==> src/rtl/pipe_stage_buf.sv <==
// pipe_stage_buf: valid/ready pipeline register with optional skid entry, flush and exception encoding
module pipe_stage_buf #(
  parameter int DATA_W = 32,
  parameter int CTRL_W = 24,
  parameter int EXC_W = 8,
  parameter int SKID = 1,
  localparam int IDX_W = (EXC_W > 1) ? $clog2(EXC_W) : 1
) (
  input  logic              clock,
  input  logic              reset,
  input  logic              flush,
  input  logic              in_valid,
  output logic              in_ready,
  input  logic [CTRL_W-1:0] in_ctrl,
  input  logic [DATA_W-1:0] in_data,
  input  logic [EXC_W-1:0]  in_exc,
  output logic              out_valid,
  input  logic              out_ready,
  output logic [CTRL_W-1:0] out_ctrl,
  output logic [DATA_W-1:0] out_data,
  output logic [EXC_W-1:0]  out_exc,
  output logic              out_exc_any,
  output logic [IDX_W-1:0]  out_exc_idx,
  output logic [1:0]        count
);
  localparam int E_W = CTRL_W + DATA_W + EXC_W;
  logic [E_W-1:0] main_q, skid_q, in_e;
  logic skid_valid, acc, drn;
  assign in_e = {in_ctrl, in_data, in_exc};
  assign {out_ctrl, out_data, out_exc} = main_q;
  // skid_valid is a flop, so the SKID=1 in_ready has no path from out_ready
  assign in_ready = (SKID != 0) ? !skid_valid : (!out_valid || out_ready);
  assign acc = in_valid && in_ready;
  assign drn = out_valid && out_ready;
  assign count = 2'(out_valid) + 2'(skid_valid);
  assign out_exc_any = out_valid && |out_exc;
  always_ff @(posedge clock) begin
    if (!reset || flush) begin
      out_valid <= 1'b0;
      skid_valid <= 1'b0;
      main_q <= '0;
      skid_q <= '0;
    end else if (!out_valid) begin
      if (acc) begin
        main_q <= in_e;
        out_valid <= 1'b1;
      end
    end else if (skid_valid) begin
      if (drn) begin
        main_q <= skid_q;
        skid_q <= '0;
        skid_valid <= 1'b0;
      end
    end else if (acc && !drn) begin
      skid_q <= in_e;
      skid_valid <= 1'b1;
    end else if (acc) begin
      main_q <= in_e;
    end else if (drn) begin
      main_q <= '0;
      out_valid <= 1'b0;
    end
  end
  // lowest set bit wins, so scan downward and let the last hit stand
  always_comb begin
    out_exc_idx = '0;
    for (int i = EXC_W - 1; i >= 0; i--)
      if (out_exc[i]) out_exc_idx = IDX_W'(i);
  end
endmodule

==> config.mk <==
export PLATFORM = sky130hd
export DESIGN_NAME = pipe_stage_buf
export DESIGN_NICKNAME = d
export VERILOG_FILES = /design/src/rtl/pipe_stage_buf.sv
export SDC_FILE = /design/constraint.sdc
export NUM_CORES = 1
export LEC_CHECK = 0
export ABC_CLOCK_PERIOD_IN_PS = 4150
export CAP_MARGIN = 20
export CORE_MARGIN = 4
export CORE_UTILIZATION = 34
export DETAILED_ROUTE_END_ITERATION = 8
export PLACE_DENSITY_LB_ADDON = 0.05
export SYNTH_ARGS = -nofsm -noshare
export SYNTH_HDL_FRONTEND = slang
export SYNTH_SLANG_ARGS = --single-unit
==> constraint.sdc <==
create_clock -name clock -period 4.15 [get_ports clock]
set_input_delay 0.83 -clock clock [delete_from_list [all_inputs] [get_ports clock]]
set_output_delay 0.83 -clock clock [all_outputs]
set_load 0.005 [all_outputs]
==> results of run 1 <==
## where the power goes
group | leakage (nW) | internal [W] | switching (W) | total, W
Sequential | 1.06 | 0.00128 | 0.0000249 | 0.00131
Combinational | 1.08 | 0.000193 | 0.000169 | 0.000362
Clock | 0.285 | 0.000909 | 0.000518 | 0.00143
Total | 2.42 | 0.00239 | 0.000712 | 0.00310
## cells in the mapped netlist, types with 2 or more instances
| library cell | n |
|---|---|
| o21ai_0 | 2 |
| buf_6 | 5 |
| a21oi_1 | 68 |
| nand2b_1 | 2 |
| nor4_1 | 2 |
| a311oi_1 | 2 |
| nand3_1 | 64 |
| clkbuf_1 | 53 |
| ha_1 | 2 |
| nor2_1 | 63 |
| a211oi_1 | 63 |
| nand2_1 | 65 |
| inv_1 | 5 |
| and2_1 | 2 |
| nor3_1 | 3 |
| buf_2 | 16 |
| nor2b_1 | 2 |
| a222oi_1 | 64 |
| dfxtp_1 | 130 |
## logic make-up after synthesis
kind of cell | share of synthesized area
AOI/OAI and AO/OA | 0.279
adders and majority gates | 0.00463
buffers and inverters | 0.0662
DFF | 0.482
and+or+nand+nor | 0.168
## layer usage
metal	wire length (um)	part of all wire	global-route usage
met5	0	0	0
met4	153	0.0089	0.0537
met3	1090	0.064	0.0525
met2	8370	0.49	0.314
met1	7520	0.44	0.244
## stage by stage
step	power [W]	utilization	worst slack (ns)	instance area, um2	cells
finish	0.00310	0.485	1.21	7450	938
global route	0.00322	0.485	1.10	7450	938
CTS	0.00313	0.485	1.20	7450	938
detailed placement	0.00170	0.448	0.992	6880	908
global placement	0.00170	0.448	1.05	6880	908
floorplan	0.00150	-	2.05	5400	622
## final cells by class
class / instances / area, um2 / area share
flip-flops and latches: 130 / 2600 / 0.349
clock buffers: 25 / 515 / 0.0692
inverters: 5 / 18.8 / 0.00252
multi-input cells: 412 / 2480 / 0.333
repair buffers: 150 / 1510 / 0.203
well taps: 211 / 264 / 0.0354
clock inverters: 5 / 50.0 / 0.00672
## critical path: stages (launching register included)
cell and delay, ns:
dfxtp_1 0.37, inv_2 0.08, buf_4 0.59, clkdlybuf4s50_1 0.64
## worst max path at each step
stage | from | cells past startpoint | slack (ns) | endpoint
final | skid_valid$_SDFFE_PP0P_ | 3 | 1.21 | in_ready
after global routing | skid_valid$_SDFFE_PP0P_ | 3 | 1.10 | in_ready
after CTS | skid_valid$_SDFFE_PP0P_ | 3 | 1.20 | in_ready
after detailed placement | in_valid | 6 | 0.99 | skid_q[41]$_SDFFE_PP0P_
after global placement | in_valid | 6 | 1.05 | skid_q[30]$_SDFFE_PP0P_
after floorplan | skid_valid$_SDFFE_PP0P_ | 8 | 2.05 | main_q[21]$_SDFFE_PP0P_
## state kept, by name, summed over array words and instances (netlist names)
| signal | count |
|---|---|
| main_q | 64 |
| out_valid | 1 |
| skid_q | 64 |
| skid_valid | 1 |
==> results.py, run 1 <==
metrics = {
    "outcome": {
        "status": "finished, violations left",
        "violations": "design-rule violations",
    },
    "final_layout": {
        "final_cell_mix": "clkdlybuf4s50_1, dfxtp_1, a21oi_1",
        "fillers": 1473,
        "nets": 787,
        "diodes": 0,
        "drive_gt1_frac": 0.0660,
        "final_common_cell": "clkdlybuf4s50_1",
        "area_growth_pct": 37.9,
    },
    "sta": {
        "fin_tns_setup_ns": 0,
        "fin_crit_ns": 2.94,
        "rsz0062_at_grt": "no",
        "setup_viol": 0,
        "finalHoldViolations": 0,
        "fmax_ghz": 0.340,
        "fin_skew_ns": 0.00543,
        "worstMarginPinSlew_ns": 0.953,
        "slew_headroom": 0.365,
        "hold_ws_ns": 0.448,
        "period_share": 0.708,
        "maxSlewViolCount": 0,
    },
    "grt": {
        "grt_pass1_wl_um": 27600,
        "grt_pass1_vias": 5176,
        "grt.overflow.total": 0,
        "antenna_found_initial": 0,
        "grt_max_degree": 85,
        "grt_use_total": 0.190,
    },
    "routing": {
        "drtAntennaViolNets": 0,
        "drcViolationCount": 16,
        "wire_per_inst_um": 18.3,
        "num_vias": 5304,
        "dr.first_iter.drc_count": 642,
        "avgViaCountPerCell": 5.65,
        "wl_um": 17100,
        "drt-pass1-iter-count": 9,
    },
    "hold_path": {
        "whs_path_depth": 2,
        "holdPathEnd": "skid_q[56]$_SDFFE_PP0P_",
        "hp-class": "reg2reg",
        "hold_path.startpoint": "skid_q[56]$_SDFFE_PP0P_",
    },
    "job": {
        "cap_viol_max_count": 0,
    },
    "clocking": {
        "cts_hold_buffers": 0,
        "cts_made_buffers": 17,
        "cts.sinks": 130,
        "clk_path_buf_depth": 2,
        "worst_skew_pair.late_latency_ns": 0.41,
        "htreeDepth": 4,
        "ctsResizeCount": 0,
        "cts_tree": "done",
        "cts_setup_buffers": 0,
        "cts-root-buf": "clkbuf_16",
        "cts.clk_slew.worst_paths_ns": 0.05,
    },
    "die": {
        "die_h_um": 134,
        "die_x_um": 134,
        "start_util": 0.351,
        "coreArea_mm2": 0.0154,
        "die_area_mm2": 0.0180,
        "io_pins": 141,
        "rows": 45,
    },
    "logic_synthesis": {
        "ys_seq_elements": 130,
        "synth_area_leaders": "dfxtp_1, a222oi_1, a211oi_1, a21oi_1, nand3_1",
        "synth_top_area_frac": 0.482,
        "syn-num-nets": 693,
        "synth_top_flop_cell": "dfxtp_1",
        "synth_area_per_cell_um2": 8.69,
        "syn_area_mm2": 0.00540,
        "yosysSeqAreaShare": 0.482,
        "syn_inst": 622,
        "yosysWarnings": 0,
        "async_flop_share": 0,
        "synth.distinct_cells": 28,
        "synth_edf_count": 0,
        "yosys.area.top_type": "dfxtp_1",
    },
    "setup_path": {
        "path_class": "reg2out",
        "reg2reg_to": "main_q[45]$_SDFFE_PP0P_",
        "r2r_setup_slack_ns": 1.49,
        "endpoint_kind": "primary output",
        "cp-start-kind": "flop",
        "r2r_cells": 6,
        "worstPathRequired_ns": 3.32,
        "path_max_fanout": 65,
        "crit-reg2reg-launch": "out_valid$_SDFF_PP0_",
        "critical_path_arrival_ns": 2.11,
    },
    "placement": {
        "dp_hpwl_um": 9980,
        "io_buffer_count": 140,
        "gp_congestion": 0.773,
    },
    "pwr": {
        "p_per_area_mw_per_mm2": 416,
        "power_leakage_nw": 2.42,
        "max-vdd-ir-drop_uv": 269,
    },
}
Power figures use the tool's default switching activity.
==> inputs of run 2 (changes only) <==
- ABC_CLOCK_PERIOD_IN_PS: 4150 -> 2750
- clock period: 4.15 -> 2.75 ns (I/O delays scaled with it)
==> results.py, run 2 (synthesis results as in run 1) <==
metrics = {
    "outcome": {
        "status": "finished, violations left",
        "violations": "design-rule violations",
    },
    "clocking": {
        "cts_made_buffers": 17,
        "clk_path_buf_depth": 2,
        "htreeDepth": 4,
        "cts_tree": "done",
        "cts.clk_slew.worst_paths_ns": 0.05,
        "cts-root-buf": "clkbuf_16",
        "cts_setup_buffers": 0,
        "cts.sinks": 130,
        "worst_skew_pair.late_latency_ns": 0.41,
    },
    "pwr": {
        "power_leakage_nw": 2.47,
        "p_per_area_mw_per_mm2": 611,
        "max-vdd-ir-drop_uv": 441,
    },
    "grt": {
        "met3_usage": 0.0499,
        "grt_pass1_vias": 5275,
        "antenna_found_initial": 0,
        "grt_use_total": 0.192,
        "grt.overflow.total": 0,
        "grt_max_degree": 91,
        "met2_usage": 0.317,
        "grt_busiest_layer": "met2",
        "grt_use_met1": 0.251,
        "grt_pass1_wl_um": 28100,
    },
    "die": {
        "io_pins": 141,
        "die_x_um": 134,
        "rows": 45,
        "die_h_um": 134,
        "die_area_mm2": 0.0180,
        "coreArea_mm2": 0.0154,
        "start_util": 0.351,
    },
    "sta": {
        "fin_tns_setup_ns": 0,
        "worstMarginPinSlew_ns": 0.526,
        "finalHoldViolations": 0,
        "period_share": 0.905,
        "fin_skew_ns": 0.00624,
        "setup_viol": 0,
        "rsz0062_at_grt": "no",
        "maxSlewViolCount": 0,
        "slew_headroom": 0.649,
        "fin_crit_ns": 2.49,
        "finalWorstSetupSlack_ns": 0.261,
        "fmax_ghz": 0.402,
    },
    "final_layout": {
        "final_cell_mix": "clkdlybuf4s50_1, dfxtp_1, a21oi_1",
        "final_common_cell": "clkdlybuf4s50_1",
        "drive_gt1_frac": 0.0732,
        "diodes": 0,
        "top_regs": "main_q: 64 flops, skid_q: 64 flops",
        "nets": 796,
        "area_growth_pct": 39.5,
    },
    "routing": {
        "drtAntennaViolNets": 0,
        "wl_um": 17200,
        "drcViolationCount": 2,
        "drt-pass1-iter-count": 9,
        "avgViaCountPerCell": 5.59,
        "dr.first_iter.drc_count": 624,
        "num_vias": 5304,
        "wire_per_inst_um": 18.1,
    },
    "setup_path": {
        "endpoint_kind": "primary output",
        "path_class": "reg2out",
        "critical_path_arrival_ns": 1.94,
        "cpPeakStageDelay_ns": 0.60,
        "worstPathRequired_ns": 2.20,
        "slowest_stage": "clkdlybuf4s50_1",
        "path_max_fanout": 65,
        "r2r_setup_slack_ns": 0.66,
        "cp-start-kind": "flop",
        "crit_path_cell_trace": "inv_2, buf_6, clkdlybuf4s50_1",
    },
    "placement": {
        "io_buffer_count": 140,
        "gp_congestion": 0.764,
        "place_ws_ns": 0.323,
        "dp_hpwl_um": 10300,
    },
    "hold_path": {
        "hp-class": "reg2reg",
    },
    "job": {
        "cap_viol_max_count": 0,
    },
}
[run 2: timing repair]
action,in CTS,in global routing
hold buffers,0,0
endpoints found under the setup margin,0,1
resized for setup,0,1
endpoints found under the hold margin,0,0
[run 2: where the power goes]
group          total [W]  switching, W  internal [W]
Sequential       0.00198     0.0000368       0.00194
Combinational   0.000563      0.000259      0.000304
Clock            0.00207      0.000787       0.00128
Total            0.00461       0.00108       0.00353
[run 2: area by class of cell]
class / count / area [um2]
Fill cell: 1442 / 7830
Clock inverter: 6 / 55.1
Sequential cell: 130 / 2600
Tap cell: 211 / 264
Timing Repair Buffer: 159 / 1640
Clock buffer: 26 / 479
Inverter: 5 / 18.8
Multi-Input combinational cell: 412 / 2480
[run 2: worst paths after layout]
kind	startpoint	end	depth (start not counted)
setup / recovery	skid_valid$_SDFFE_PP0P_	in_ready	3
hold / removal	skid_q[25]$_SDFFE_PP0P_	skid_q[25]$_SDFFE_PP0P_	2
setup reg to reg	out_valid$_SDFF_PP0_	main_q[1]$_SDFFE_PP0P_	6
hold reg to reg	skid_q[25]$_SDFFE_PP0P_	skid_q[25]$_SDFFE_PP0P_	2
[run 2: worst max-delay path, delay by kind of cell (launching register included)]
| kind | cells | cell delay (ns) |
|---|---|---|
| buffers and inverters | 3 | 1.12 |
| flip-flops | 1 | 0.38 |
[run 2: metal layers]
metal / vias to the layer above / share of wire / wire (um)
li1: 2556 / - / -
met1: 2540 / 0.44 / 7630
met2: 195 / 0.48 / 8310
met3: 13 / 0.063 / 1080
met4: 0 / 0.012 / 199
met5: - / 0 / 0
[run 2: per-stage QoR]
step           cell area [um2]  hold WS (ns)  total power (W)  instances   util
3_3_place_gp              7000         0.437          0.00258        917  0.455
4_1_cts                   7530         0.450          0.00466        949  0.490
2_1_floorplan             5400         0.431          0.00227        622      -
6_report                  7540         0.449          0.00461        949  0.490
5_1_grt                   7540         0.467          0.00481        949  0.490
3_5_place_dp              7000         0.442          0.00258        917  0.455
==> inputs of run 3 (changes only) <==
- CORE_UTILIZATION: 34 -> 30
==> results.py, run 3 (synthesis results as in run 1) <==
metrics = {
    "sta": {
        "fin_skew_ns": 0.0117,
        "setup_viol": 0,
        "worstMarginPinSlew_ns": 0.788,
        "fin_crit_ns": 2.53,
        "maxSlewViolCount": 0,
        "rsz0062_at_grt": "no",
        "period_share": 0.919,
        "slew_headroom": 0.475,
        "finalHoldViolations": 0,
        "fmax_ghz": 0.396,
        "fin_tns_setup_ns": 0,
    },
    "setup_path": {
        "critical_path_arrival_ns": 1.98,
        "crit_path_cell_trace": "inv_2, buf_6, clkdlybuf4s50_1",
        "path_max_fanout": 65,
        "path_class": "reg2out",
        "worstPathRequired_ns": 2.20,
        "slowest_stage": "clkdlybuf4s50_1",
        "cpPeakStageDelay_ns": 0.62,
        "r2r_setup_slack_ns": 0.49,
        "crit_buf_inv": 3,
        "endpoint_kind": "primary output",
        "cp-start-kind": "flop",
        "path_delay_family": "buffers and inverters",
    },
    "clocking": {
        "cts_setup_buffers": 0,
        "cts_tree": "done",
        "worst_skew_pair.late_latency_ns": 0.42,
        "cts_hold_buffers": 0,
        "cts.clk_slew.worst_paths_ns": 0.06,
        "cts.sinks": 130,
        "cts_made_buffers": 17,
        "clk_path_buf_depth": 2,
        "htreeDepth": 4,
        "ctsResizeCount": 0,
        "cts-root-buf": "clkbuf_16",
    },
    "die": {
        "io_pins": 141,
        "rows": 48,
        "die_x_um": 142,
        "coreArea_mm2": 0.0175,
        "die_h_um": 142,
        "start_util": 0.309,
        "die_area_mm2": 0.0202,
    },
    "routing": {
        "drtAntennaViolNets": 0,
        "drt-pass1-iter-count": 9,
        "wl_um": 17900,
        "drcViolationCount": 7,
        "avgViaCountPerCell": 5.57,
        "num_vias": 5338,
        "dr.first_iter.drc_count": 529,
        "wire_per_inst_um": 18.7,
    },
    "grt": {
        "grt_pass1_wl_um": 28100,
        "grt_max_degree": 91,
        "grt.overflow.total": 0,
        "grt_pass1_vias": 5220,
        "antenna_found_initial": 0,
        "grt_use_total": 0.173,
    },
    "final_layout": {
        "final_common_cell": "clkdlybuf4s50_1",
        "area_growth_pct": 39.0,
        "drive_gt1_frac": 0.0764,
        "utilization": 0.430,
        "final_cell_mix": "clkdlybuf4s50_1, dfxtp_1, a21oi_1",
        "top_regs": "main_q: 64 flops, skid_q: 64 flops",
        "nets": 796,
        "diodes": 0,
    },
    "outcome": {
        "status": "finished, violations left",
        "violations": "design-rule violations",
    },
    "hold_path": {
        "hp-class": "reg2reg",
    },
    "placement": {
        "gp_congestion": 0.746,
        "dp_hpwl_um": 10800,
        "io_buffer_count": 140,
    },
    "pwr": {
        "p_per_area_mw_per_mm2": 603,
        "power_leakage_nw": 2.44,
        "max-vdd-ir-drop_uv": 438,
    },
    "job": {
        "cap_viol_max_count": 0,
    },
}
run 3: cell count changes in the layout (fill, tap and decap cells not counted), sizes merged:
cell / previous run / this run
clkinv: 5 / 4
clkbuf: 26 / 21
bufinv: 1 / 0
clkinvlp: 0 / 2
run 3: stage by stage:
| stage | hold WS [ns] | total power [W] | cell area (um2) | std cells | setup slack [ns] |
|---|---|---|---|---|---|
| 6_report | 0.447 | 0.00453 | 7510 | 958 | 0.222 |
| 5_1_grt | 0.466 | 0.00473 | 7510 | 958 | 0.120 |
| 4_1_cts | 0.451 | 0.00460 | 7510 | 958 | 0.0113 |
| 3_5_place_dp | 0.444 | 0.00258 | 6990 | 931 | 0.117 |
| 3_3_place_gp | 0.437 | 0.00257 | 6990 | 931 | 0.117 |
| 2_1_floorplan | 0.431 | 0.00227 | 5400 | 622 | 0.653 |
run 3: path summary, 6_finish.rpt:
path,startpoint,endpoint,cells past startpoint
setup / recovery,skid_valid$_SDFFE_PP0P_,in_ready,3
hold / removal,skid_q[17]$_SDFFE_PP0P_,skid_q[17]$_SDFFE_PP0P_,2
hold reg to reg,skid_q[17]$_SDFFE_PP0P_,skid_q[17]$_SDFFE_PP0P_,2
setup reg to reg,skid_valid$_SDFFE_PP0P_,main_q[12]$_SDFFE_PP0P_,5
run 3: worst reg2reg max path: cells and delay by family (launching register included):
| family | cells | cell delay (ns) |
|---|---|---|
| AOI/OAI and AO/OA | 2 | 0.63 |
| adders and majority gates | 1 | 0.24 |
| buffers and inverters | 1 | 0.08 |
| DFF | 1 | 0.47 |
| and+or+nand+nor | 1 | 0.71 |
run 3: power breakdown:
part	internal (W)	switching, W
Sequential	0.00194	0.0000368
Clock	0.00121	0.000786
Combinational	0.000299	0.000259
Total	0.00345	0.00108
run 3: final cells by class:
type                       instances  area, um2
fill                            1720       9960
sequential                       130       2600
tap                              225        282
inverter                           5       18.8
multi-input combinational        412       2480
clock inverter                     6       35.0
clock buffer                      21        480
timing repair buffer             159       1610
run 3: layer usage:
layer  wire, um  track usage  vias to the layer above
li1           -            -                     2551
met1       7840        0.214                     2586
met2       8590        0.295                      184
met3       1220       0.0440                       17
met4        256       0.0535                        0
met5          0            0                        -
